==> src/rtl/cpu_pkg.sv <==
// Shared definitions for the 16-bit UART CPU: opcodes, command and error
// encodings, and the program sequencer state type.
package cpu_pkg;

    localparam logic [3:0] OPC_OUT = 4'b0001;
    localparam logic [3:0] OPC_ADD = 4'b0010;
    localparam logic [3:0] OPC_SUB = 4'b0011;
    localparam logic [3:0] OPC_MUL = 4'b0100;
    localparam logic [3:0] OPC_NOP = 4'b0110;

    // Placed right after each canned program's output instruction.
    localparam logic [15:0] INSTR_DONE_MARKER = 16'h6F0F;

    localparam logic [1:0] CMD_ADD = 2'd0;
    localparam logic [1:0] CMD_SUB = 2'd1;
    localparam logic [1:0] CMD_MUL = 2'd2;
    localparam logic [1:0] CMD_BAD = 2'd3;
    localparam logic [1:0] CNT_BAD = 2'd3;

    localparam logic [1:0] ERR_NONE    = 2'd0;
    localparam logic [1:0] ERR_ILLEGAL = 2'd1;
    localparam logic [1:0] ERR_TIMEOUT = 2'd2;
    localparam logic [1:0] ERR_ABORT   = 2'd3;

    typedef enum logic [2:0] {
        ST_IDLE,
        ST_LAUNCH,
        ST_RUN,
        ST_DRAIN,
        ST_DONE
    } seq_state_t;

endpackage

==> src/rtl/prog_addr_map.sv <==
// Maps a job command (operation, operand count) to the start address of its
// canned program and flags commands that have no program.
module prog_addr_map
    import cpu_pkg::*;
#(
    parameter int PC_W      = 16,
    parameter int BASE_STEP = 100
) (
    input  logic [1:0]      cmd_op,
    input  logic [1:0]      cmd_cnt,
    output logic [PC_W-1:0] start_addr,
    output logic            legal
);

    logic [3:0] prog_idx;

    // Program index 3*op + cnt + 1, at most 13 even for illegal commands.
    assign prog_idx   = ({2'b00, cmd_op} << 1) + {2'b00, cmd_op} + {2'b00, cmd_cnt} + 4'd1;
    assign start_addr = PC_W'(BASE_STEP) * {{(PC_W-4){1'b0}}, prog_idx};
    assign legal      = (cmd_op != CMD_BAD) && (cmd_cnt != CNT_BAD);

endmodule

==> src/rtl/prog_sequencer.sv <==
// Launch controller for instruction fetch: starts a canned program for each
// accepted job, walks the PC, drains the pipeline and reports done or error.
module prog_sequencer
    import cpu_pkg::*;
#(
    parameter int PC_W         = 16,
    parameter int BASE_STEP    = 100,
    parameter int DRAIN_CYCLES = 4,
    parameter int MAX_STEPS    = 32
) (
    input  logic            clk,
    input  logic            reset,
    input  logic            cmd_valid,
    output logic            cmd_ready,
    input  logic [1:0]      cmd_op,
    input  logic [1:0]      cmd_cnt,
    input  logic            stall,
    input  logic            abort,
    input  logic [PC_W-1:0] instr_in,
    output logic [PC_W-1:0] pc_out,
    output logic            fetch_en,
    output logic            busy,
    output logic            done,
    output logic            err,
    output logic [1:0]      err_code
);

    localparam int unsigned SW = $clog2(MAX_STEPS + 1);
    localparam int unsigned DW = $clog2(DRAIN_CYCLES + 1);

    seq_state_t      state, state_nxt;
    logic [PC_W-1:0] pc_nxt;
    logic [SW-1:0]   step_cnt, step_nxt;
    logic [DW-1:0]   drain_cnt, drain_nxt;
    logic            err_nxt;
    logic [1:0]      err_code_nxt;
    logic [PC_W-1:0] start_addr;
    logic            cmd_legal;
    logic            is_out_instr;
    logic            unused_operand_bits;

    prog_addr_map #(
        .PC_W      (PC_W),
        .BASE_STEP (BASE_STEP)
    ) u_addr_map (
        .cmd_op     (cmd_op),
        .cmd_cnt    (cmd_cnt),
        .start_addr (start_addr),
        .legal      (cmd_legal)
    );

    assign is_out_instr        = (instr_in[PC_W-1 -: 4] == OPC_OUT);
    // Only the opcode field matters to the sequencer.
    assign unused_operand_bits = ^instr_in[PC_W-5:0];

    assign cmd_ready = (state == ST_IDLE);
    assign busy      = (state == ST_LAUNCH) || (state == ST_RUN) || (state == ST_DRAIN);
    assign fetch_en  = (state == ST_RUN) || (state == ST_DRAIN);
    assign done      = (state == ST_DONE);

    always_comb begin
        state_nxt    = state;
        pc_nxt       = pc_out;
        step_nxt     = step_cnt;
        drain_nxt    = drain_cnt;
        err_nxt      = 1'b0;
        err_code_nxt = err_code;

        case (state)
            ST_IDLE: begin
                if (cmd_valid) begin
                    if (!cmd_legal) begin
                        err_nxt      = 1'b1;
                        err_code_nxt = ERR_ILLEGAL;
                    end else begin
                        pc_nxt       = start_addr;
                        err_code_nxt = ERR_NONE;
                        state_nxt    = ST_LAUNCH;
                    end
                end
            end
            ST_LAUNCH: begin
                step_nxt  = '0;
                state_nxt = ST_RUN;
            end
            ST_RUN: begin
                if (!stall) begin
                    pc_nxt = pc_out + 1'b1;
                    if (is_out_instr) begin
                        drain_nxt = DW'(DRAIN_CYCLES);
                        state_nxt = ST_DRAIN;
                    end else begin
                        step_nxt = step_cnt + 1'b1;
                        if (step_nxt == SW'(MAX_STEPS)) begin
                            err_nxt      = 1'b1;
                            err_code_nxt = ERR_TIMEOUT;
                            state_nxt    = ST_IDLE;
                        end
                    end
                end
            end
            ST_DRAIN: begin
                if (!stall) begin
                    drain_nxt = drain_cnt - 1'b1;
                    if (drain_cnt <= DW'(1)) begin
                        state_nxt = ST_DONE;
                    end
                end
            end
            ST_DONE: begin
                state_nxt = ST_IDLE;
            end
            default: begin
                state_nxt = ST_IDLE;
            end
        endcase

        // Abort overrides whatever the active state decided; the PC keeps its value.
        if (abort && busy) begin
            state_nxt    = ST_IDLE;
            pc_nxt       = pc_out;
            err_nxt      = 1'b1;
            err_code_nxt = ERR_ABORT;
        end
    end

    always_ff @(posedge clk or posedge reset) begin
        if (reset) begin
            state     <= ST_IDLE;
            pc_out    <= '0;
            step_cnt  <= '0;
            drain_cnt <= '0;
            err       <= 1'b0;
            err_code  <= ERR_NONE;
        end else begin
            state     <= state_nxt;
            pc_out    <= pc_nxt;
            step_cnt  <= step_nxt;
            drain_cnt <= drain_nxt;
            err       <= err_nxt;
            err_code  <= err_code_nxt;
        end
    end

endmodule

==> config.mk <==
export PLATFORM = sky130hd
export DESIGN_NAME = prog_sequencer
export DESIGN_NICKNAME = d
export VERILOG_FILES = /design/src/rtl/cpu_pkg.sv /design/src/rtl/prog_addr_map.sv /design/src/rtl/prog_sequencer.sv
export SDC_FILE = /design/constraint.sdc
export NUM_CORES = 1
export LEC_CHECK = 0
export ABC_AREA = 1
export ABC_CLOCK_PERIOD_IN_PS = 1560
export CORE_MARGIN = 3
export CORE_UTILIZATION = 45
export CTS_BUF_LIST = sky130_fd_sc_hd__clkbuf_8
export CTS_CLUSTER_DIAMETER = 150
export DETAILED_ROUTE_END_ITERATION = 12
export MAX_ROUTING_LAYER = met4
export PLACE_DENSITY = 0.8
export SYNTH_ARGS = -nofsm -noshare
export SYNTH_HDL_FRONTEND = slang
export SYNTH_SLANG_ARGS = --single-unit
==> constraint.sdc <==
create_clock -name clk -period 1.56 [get_ports clk]
set_input_delay 0.312 -clock clk [delete_from_list [all_inputs] [get_ports clk]]
set_output_delay 0.312 -clock clk [all_outputs]
set_load 0.01 [all_outputs]
==> results of run 1 <==
==> metrics by stage <==
step / area [um2] / power, mW / utilization / setup TNS, ns / instances
2_1_floorplan: 2402 / 2.946 / - / -6.264 / 329
3_3_place_gp: 3098 / 4.031 / 0.6349 / -16.31 / 465
3_5_place_dp: 3098 / 4.138 / 0.6349 / -17.36 / 465
4_1_cts: 3314 / 4.930 / 0.6792 / -5.694 / 482
5_1_grt: 3606 / 6.010 / 0.7390 / -7.254 / 489
6_report: 3606 / 5.622 / 0.7390 / -5.794 / 489
==> cells in the final DEF, fill, tap and decap left out, types with 6 or more instances in the layout <==
| cell type | netlist | final |
|---|---|---|
| o21ai_1 | 12 | 13 |
| nand2_2 | 6 | 12 |
| clkbuf_8 | 0 | 6 |
| nand2_1 | 77 | 67 |
| inv_1 | 49 | 35 |
| nand4_1 | 7 | 7 |
| buf_4 | 0 | 44 |
| nor2_1 | 28 | 23 |
| nor3_1 | 7 | 6 |
| clkdlybuf4s50_1 | 0 | 19 |
| dfrtp_1 | 31 | 29 |
| inv_2 | 4 | 14 |
| ha_4 | 0 | 7 |
| nand3_1 | 40 | 38 |
| buf_6 | 3 | 8 |
==> synth_stat cells, drive strengths merged <==
master | n | share of area
a21boi | 1 | 0.0032
a21oi | 8 | 0.017
a31oi | 1 | 0.0027
and2 | 1 | 0.0027
buf | 5 | 0.019
dfrtp | 31 | 0.33
fa | 3 | 0.025
ha | 14 | 0.074
inv | 54 | 0.087
mux2i | 1 | 0.0042
nand2 | 83 | 0.14
nand3 | 42 | 0.096
nand3b | 3 | 0.0095
nand4 | 7 | 0.019
nor2 | 33 | 0.064
nor3 | 9 | 0.023
nor3b | 1 | 0.0032
o211ai | 2 | 0.0064
o21ai | 22 | 0.051
o21bai | 3 | 0.0095
o22ai | 2 | 0.0053
xnor2 | 2 | 0.0074
xor2 | 1 | 0.0037
==> layer usage <==
metal	up-vias	GRT usage	share of wire
met5	-	-	0
met4	0	0.05944	0.029
met3	25	0.06422	0.054
met2	109	0.4110	0.53
met1	1223	0.2431	0.39
li1	1258	-	-
==> power groups by stage <==
stage	Sequential, mW	Combinational [mW]	Clock, mW
6_report	1.25	3.70	0.665
4_1_cts	1.24	3.02	0.672
3_5_place_dp	1.29	2.85	0
5_1_grt	1.28	4.02	0.710
2_1_floorplan	1.34	1.61	0
3_3_place_gp	1.28	2.75	0
==> critical path: stages <==
cell     delay, ns
buf_8         0.08
inv_8         0.03
fa_1          0.47
inv_2         0.08
ha_4          0.12
inv_2         0.03
fa_2          0.56
inv_2         0.06
ha_4          0.27
inv_2         0.03
fa_2          0.34
inv_2         0.08
a21oi_2       0.05
xnor2_1       0.17
nand2_1       0.06
nand2_1       0.06
nor2_1        0.04
nor2_1        0.09
==> kinds of logic after synthesis <==
logic type / share of synthesized area
xor gates and xnor gates: 0.01113
AOI/OAI and AO/OA: 0.09539
adders and majority gates: 0.09963
DFF: 0.3286
and+or+nand+nor: 0.3556
buffers and inverters: 0.1055
muxes: 0.004240
==> worst paths after layout <==
check	startpoint	end	slack, ns	cells after the start
max	cmd_cnt[1]	pc_out[10]	-1.15	18
min	reset	drain_cnt[1]	0.42	3
max reg2reg	state[2]	pc_out[5]	-0.09	11
min reg2reg	err_code[1]	err_code[1]	0.48	2
max in group asynchronous	reset	step_cnt[2]	0.84	3
min in group clk	err_code[1]	err_code[1]	0.48	2
==> timing repair <==
item / CTS / global route
cloned: 0 / 3
pin swaps: 13 / 19
buffers inserted: 11 / 5
hold endpoints to repair: 0 / 0
setup endpoints to repair: 41 / 36
resized for setup: 57 / 54
==> area by class of cell <==
class,instances,area share
clock buffer,6,0.02290
clock inverter,1,0.001388
inverter,54,0.06176
multi-input combinational,239,0.4310
sequential,31,0.2158
tap,67,0.02325
timing repair buffer,91,0.2439
==> registers in the layout (all words and copies together) (netlist names) <==
signal,cells
step_cnt,6
err,1
drain_cnt,3
pc_out,16
state,3
err_code,2
==> reports/summary.txt, run 1 <==
Crit share post-route - 1.736
Fin crit period - 2.708 ns
Clk_lat worst skew - 0.29 ns
Vias per inst - 5.348
Clock network power share - 0.118
Layout Skew - 0.003803 ns
Number of synthesized register bits - 31
Die Y - 78.44 um
Violated checks - setup timing
Placeable Area - 4880 um2
DR vias - 2615
Reg area - 778.2 um2
Flop pwr share - 0.223
Initial Utilization - 0.4838
Synthesized cell area - 2361 um2
Layout cells sized above 1 - 0.3365
Gr ovfl total - 0
Setup violators final - 18
Final ANT Viol Nets - 0
Max cap viols - 0
Drt pass-1 iters - 5
Inserted Clock Buffers - 5
P_sw - 2.440 mW
Num rows - 25
Bufs on Longest Clock Path - 2
Residual DRC - 0
Synth-to-layout area growth - 52.73%
IO Port Bufs - 35
Number of DRC markers in iteration 0 - 255
Hold_buf cts - 0
Vias in the first global route - 2510
HPWL Detailed - 4.567 mm
RD Place Congestion - 0.9318
Req. time, crit path - 1.79 ns
Internal power - 3.182 mW
Initial antenna violation count - 0
Syn Inst Count - 329
Synth unique cells - 34
Leakage power - 1.806 nW
Status - finished with violations
Crit path max fanout - 2
WS Path Type - primary input to register
F_max - 369.2 MHz
Gr usage total - 0.2268
Mapped Avg Cell Area - 7.176 um2
Clock tree root buffer cell - clkbuf_8
Die Area - 6152 um2
Clock Pin Slew Worst Setup and Hold Paths - 0.07 ns
Nets@finish - 464
Final worst slack - -1.148 ns
Multi-input gate area - 1554 um2
Slew Viols, Final - 0
Syn nets - 371
Wire per inst - 14.40 um
Die width - 78.44 um
PD cells - 1559 nW/um2
Htree depth - 2
Post-synthesis sequential area ratio - 0.3286
Ys Warns - 0
# IOs - 48
Startpoint Class - primary input
Fill cell total of the finished layout - 359
Switch share - 0.4341
RSZ-0062 raised after global routing - yes
Worst slew pin tran - 0.4006 ns
Final hold vios - 0
Setup crit end kind - register
Antenna Cells - 0
Largest net degree at the start of global routing - 32
Routed wire length - 7.042 mm
TritonCTS clock tree - done
Hold Crit Class - primary input to async pin
Crit path DAT - 2.93 ns
CTS sink cnt - 31
Worst slack, placed - -1.949 ns
Peak VDD IR - 0.001100 V
First-pass GRT wire length - 10.85 mm
Hold slack - 0.4160 ns
Logic pwr share - 0.659
Slew margin rel. - 0.7329
(Power assumes the default switching activity.)
==> inputs of run 2 (changes only) <==
- CTS_BUF_LIST: sky130_fd_sc_hd__clkbuf_8 -> unset
==> results of run 2 <==
Final layout, timing and power as in run 1 (identical DEF).
